`src/rtl/msg_feeder.sv`:
```
// Character feeder for the letter-dial printer: an 8-deep ASCII FIFO that
// filters illegal characters and hands entries to the printer over req/ready.
module msg_feeder (
  input  logic       sys_clk,
  input  logic       reset,
  input  logic       wr_en,
  input  logic [6:0] wr_data,
  input  logic       ready,
  output logic       req,
  output logic [6:0] ascii_out,
  output logic       full,
  output logic       empty,
  output logic [3:0] count,
  output logic       bad_char,
  output logic       ovf,
  output logic       busy
);

  typedef enum logic [1:0] {IDLE, REQ, WAIT_BUSY, WAIT_DONE} state_t;

  state_t     state;
  logic [6:0] mem [8];
  logic [2:0] wptr, rptr;
  logic [3:0] timer;
  logic       legal, wr_acc, pop;

  always_comb begin
    legal = (wr_data == 7'h20) || (wr_data == 7'h2C) || (wr_data == 7'h2E) ||
            (wr_data == 7'h3F) || ((wr_data >= 7'h61) && (wr_data <= 7'h7A));
  end

  assign full   = (count == 4'd8);
  assign empty  = (count == 4'd0);
  assign wr_acc = wr_en && legal && !full;
  assign pop    = (state == IDLE) && !empty && ready;

  // Storage carries no reset; validity is tracked entirely by the pointers/count.
  always_ff @(posedge sys_clk) begin
    if (wr_acc && !reset) mem[wptr] <= wr_data;
  end

  always_ff @(posedge sys_clk) begin
    if (reset) begin
      state     <= IDLE;
      wptr      <= 3'd0;
      rptr      <= 3'd0;
      count     <= 4'd0;
      timer     <= 4'd0;
      req       <= 1'b0;
      ascii_out <= 7'h20;
      bad_char  <= 1'b0;
      ovf       <= 1'b0;
      busy      <= 1'b0;
    end else begin
      bad_char <= wr_en && !legal;
      ovf      <= wr_en && legal && full;
      if (wr_acc) wptr <= wptr + 3'd1;
      if (pop)    rptr <= rptr + 3'd1;
      case ({wr_acc, pop})
        2'b10:   count <= count + 4'd1;
        2'b01:   count <= count - 4'd1;
        default: ;
      endcase

      // req is registered on entry to REQ so it is high exactly while in REQ
      req <= 1'b0;
      case (state)
        IDLE: begin
          if (pop) begin
            ascii_out <= mem[rptr];
            state     <= REQ;
            req       <= 1'b1;
            busy      <= 1'b1;
          end
        end
        REQ: begin
          state <= WAIT_BUSY;
          timer <= 4'd0;
        end
        WAIT_BUSY: begin
          if (!ready) begin
            state <= WAIT_DONE;
          end else begin
            timer <= timer + 4'd1;
            // timer about to reach 15: retry the same character
            if (timer == 4'd14) begin
              state <= REQ;
              req   <= 1'b1;
            end
          end
        end
        WAIT_DONE: begin
          if (ready) begin
            state <= IDLE;
            busy  <= 1'b0;
          end
        end
        default: state <= IDLE;
      endcase
    end
  end

endmodule

```
`config.mk`:
```
export PLATFORM = sky130hd
export DESIGN_NAME = msg_feeder
export DESIGN_NICKNAME = d
export VERILOG_FILES = /design/src/rtl/msg_feeder.sv
export SDC_FILE = /design/constraint.sdc
export NUM_CORES = 1
export LEC_CHECK = 0
export CORE_MARGIN = 2
export CORE_UTILIZATION = 35
export CTS_CLUSTER_DIAMETER = 40
export DETAILED_ROUTE_END_ITERATION = 10
export GPL_TIMING_DRIVEN = 0
export PLACE_DENSITY = 0.57
export SLEW_MARGIN = 10
export SYNTH_ARGS = -nofsm -noshare
export SYNTH_HDL_FRONTEND = slang
export SYNTH_SLANG_ARGS = --single-unit
```
`constraint.sdc`:
```
create_clock -name sys_clk -period 5 [get_ports sys_clk]
set_clock_uncertainty 0.15 [all_clocks]
set_input_delay 0.5 -clock sys_clk [delete_from_list [all_inputs] [get_ports sys_clk]]
set_output_delay 0.5 -clock sys_clk [all_outputs]
set_load 0.01 [all_outputs]
```
==> metrics.md <==
| Metric | Value |
|---|---|
| F_max | 0.287 GHz |
| Sequential element share of the synthesized area | 0.619 |
| Effective utilization at floorplan | 0.364 |
| CTS Buf Count | 9 |
| Gate power share | 0.249 |
| Status | completed |
| Tmin final | 3.49 ns |
| Final-stage net count | 307 |
| P per Cell Area | 415 nW/um^2 |
| Post-Synthesis Cell Area | 3590 um^2 |
| XOR/XNOR share of the synthesized area | 0.0122 |
| Area grow syn2layout | 17.7% |
| Post-synth top area share | 0.468 |
| Worst Setup End Kind | flip-flop |
| CTS tree | done |
| Core box area | 9860 um^2 |
| Post-Syn Nets | 270 |
| Ports | 28 |
| Num rows | 36 |
| Worst slew pin tran | between 0.7 and 0.8 ns |
| Clock Tree Root | clkbuf_8 |
| Sequential power share | 0.463 |
| Adder-cell share of the synthesized area | 0.0300 |
| Setup violators final | 0 |
| # fillers | between 900 and 1000 |
| Drt first pass iters | 4 |
| Max cap viols | 0 |
| Number of synthesized register bits | 83 |
| Most area-consuming cells after synthesis | edfxtp_1, dfxtp_1, mux4_2, ha_1, nor2_1 |
| Die W | 105 um |
| Initial antenna violation count | 0 |
| Compound-Gate Fraction of Synth Area | 0.0784 |
| Hold-fix buffers, CTS | 0 |
| H-tree depth | 3 |
| Lkg Pwr | 1.38 nW |
| Yosys warns | 0 |
| Distinct cells, synth | 54 |
| Reg clk slew, reported paths | 0.09 ns |
| Int Power | between 0.001 and 0.0015 W |
| Fin crit share | 0.697 |
| Main combinational cell family by area after synthesis | simple AND/OR/NAND/NOR gates |
| Worst EP required | 5.14 ns |
| Die height | between 100 and 150 um |
| Setup TNS | 0 ns |
| First-pass GRT wire length | 11300 um |
| Largest net degree at the start of global routing | 16 |
| Routed length per placed instance | 16.6 um |
| Post-route DRC | 0 |
| Net Switching | 0.000506 W |
| Hpwl dp | 4730 um |
| Switching Share | 0.289 |
| Diodes inserted | 0 |
| Post-CTS Setup Bufs | 0 |
| Vias in the first global route | 2147 |
| Hold Path Class | reg -> reg |
| Routed wire length | around 7000 um |
| Final number of hold-violating endpoints | 0 |
| CP Launch Type | input pin |
| Ys async rst share | 0 |
| EDFF count, synth | between 50 and 60 |
| Critical-path maximum fanout | 13 |
| Proportion of layout cells with a drive suffix above 1 | 0.167 |
| Commonest register cell after synthesis | edfxtp_1 |
| Clock network power share | 0.288 |
| Final Wtd Congestion | 0.781 |
| Vias | approximately 2100 |
| Buffers added on ports | 26 |
| Worst skew pair latency | around 0.36 ns |
| Mux cell area share after synthesis | 0.113 |
| Total gr overflow | 0 |
| Clock Sinks | 83 |
| Simple-gate share of the synthesized area | 0.118 |
| RSZ-0062 raised after global routing | false |
| Max-slew headroom | 0.523 |
| Vias per cell | 4.96 |
| Total Die Area | ~11000 um^2 |
| Maximum VDD drop | 0.000133 V |
| Gate Count Post-Synth | 251 |
| Global-route usage over all layers | 0.136 |
| Final cell count without fillers | 426 |
| Avg Inst Size Synth | 14.3 um^2 |
| Critical path class | in -> reg |
| Synth area leader | edfxtp_1 |
| Worst EP arrival | around 3.6 ns |
| CTS Buffer Depth | 2 |
| Dpl cells | 410 |
| Cts repair resizes | 0 |
| Max Transition Viols Final | 0 |
| Number of DRC markers in iteration 0 | 79 |
| Antenna Nets Post-Route | 0 |
[cells in the final DEF (no fill, tap or decap), types with 2 or more instances in the layout]
cell / synthesis / final
o21ai_0: 9 / 9
nor2_1: 22 / 22
nor2b_1: 2 / 2
mux2i_1: 8 / 8
a311oi_1: 2 / 2
clkbuf_8: 2 / 12
nand4_1: 3 / 3
buf_4: 2 / 2
o21ai_1: 2 / 2
a211oi_1: 6 / 6
edfxtp_1: 56 / 56
or3_1: 2 / 2
xor2_1: 3 / 3
ha_1: 7 / 7
clkdlybuf4s50_1: 0 / 26
nor3_1: 2 / 2
nand2_1: 8 / 8
xnor2_1: 2 / 2
buf_2: 2 / 2
dfxtp_1: 27 / 27
mux4_2: 14 / 14
nand3_1: 3 / 3
and3_1: 5 / 5
nand2b_1: 4 / 4
a21oi_1: 11 / 11
a22oi_1: 2 / 2
clkbuf_1: 4 / 4
and2_1: 2 / 2
and4_1: 3 / 3
clkinvlp_4: 0 / 3
inv_1: 9 / 9
a21o_1: 2 / 2
or2b_2: 2 / 2
[kinds of logic (layout without fill, tap and decap cells)]
group	after synthesis	count (layout)
AO/OA/AOI/OAI	42	42
XOR/XNOR	5	5
adder cells (fa/ha/maj)	8	8
buffers and inverters	20	62
flip-flops	83	83
multiplexers	23	23
AND/OR/NAND/NOR	70	70
[layout make-up]
type,count,area [um^2],share of cell area
Clock inverter,6,72.6,0.0172
Multi-Input combinational cell,148,1260,0.299
Clock buffer,10,138,0.0326
Sequential cell,83,2220,0.526
Timing Repair Buffer,26,260,0.0616
Tap cell,133,166,0.0394
Buffer,11,71.3,0.0169
Inverter,9,33.8,0.00799
[through the flow]
| step | setup slack, ns | instance area, um^2 | hold WS, ns | power, W | utilization |
|---|---|---|---|---|---|
| final | 1.51 | 4230 | 0.356 | 0.00175 | 0.428 |
| after global routing | 1.29 | 4230 | 0.373 | 0.00186 | 0.428 |
| after CTS | 1.54 | 4230 | 0.359 | 0.00178 | 0.428 |
| after detailed placement | 1.16 | 4020 | 0.342 | 0.00127 | 0.407 |
| after global placement | 1.21 | 4020 | 0.333 | 0.00127 | 0.407 |
| after floorplan | 2.11 | 3590 | 0.362 | 0.00111 | - |
[metal layers]
layer,global-route usage,vias up,wire length [um]
li1,-,1032,-
met1,0.177,1039,3260
met2,0.221,37,3430
met3,0.0272,7,288
met4,0.0600,0,99
met5,0,-,0
[worst max-delay path, stage by stage]
cell	delay (ns)
clkdlybuf4s50_1	0.77
or2b_2	0.19
a21oi_1	0.11
a311o_2	0.43
nor2_2	0.17
inv_1	0.07
ha_1	0.23
ha_1	0.28
a21o_1	0.18
a21oi_1	0.17
xnor2_1	0.09
or3_1	0.30
a21oi_1	0.13
[final timing paths]
check             cells past startpoint                       from  slack, ns                         to
setup / recovery                     13                 wr_data[4]       1.51      count[3]$_SDFFE_PP0P_
hold / removal                        2  ascii_out[0]$_SDFFE_PP0P_       0.36  ascii_out[0]$_SDFFE_PP0P_
setup reg to reg                     10      count[0]$_SDFFE_PP0P_       2.03      count[3]$_SDFFE_PP0P_
hold reg to reg                       2  ascii_out[0]$_SDFFE_PP0P_       0.36  ascii_out[0]$_SDFFE_PP0P_
[synth_stat cells (2+ instances only)]
cell / number
or3_1: 2
clkbuf_8: 2
xor2_1: 3
buf_2: 2
o21ai_1: 2
a21oi_1: 11
a311oi_1: 2
inv_1: 9
mux4_2: 14
xnor2_1: 2
and4_1: 3
a22oi_1: 2
edfxtp_1: 56
o21ai_0: 9
nand4_1: 3
a211oi_1: 6
and2_1: 2
nor2_1: 22
buf_4: 2
nor2b_1: 2
nand3_1: 3
nand2b_1: 4
a21o_1: 2
or2b_2: 2
mux2i_1: 8
ha_1: 7
dfxtp_1: 27
nor3_1: 2
clkbuf_1: 4
nand2_1: 8
and3_1: 5
[power by group through the flow]
stage	clock network [W]	logic, W	registers, W
5_1_grt	0.000548	0.000488	0.000819
3_3_place_gp	0	0.000437	0.000828
4_1_cts	0.000521	0.000445	0.000813
3_5_place_dp	0	0.000444	0.000829
6_report	0.000504	0.000438	0.000812
2_1_floorplan	0	0.000276	0.000837
[state kept, by name (all words and copies together), names as in the netlist]
signal and count:
ascii_out 7, mem 56, req 1, state 2, ovf 1, wptr 3, bad_char 1, count 4
timer 4, rptr 3, busy 1
Power figures use the tool's default switching activity.
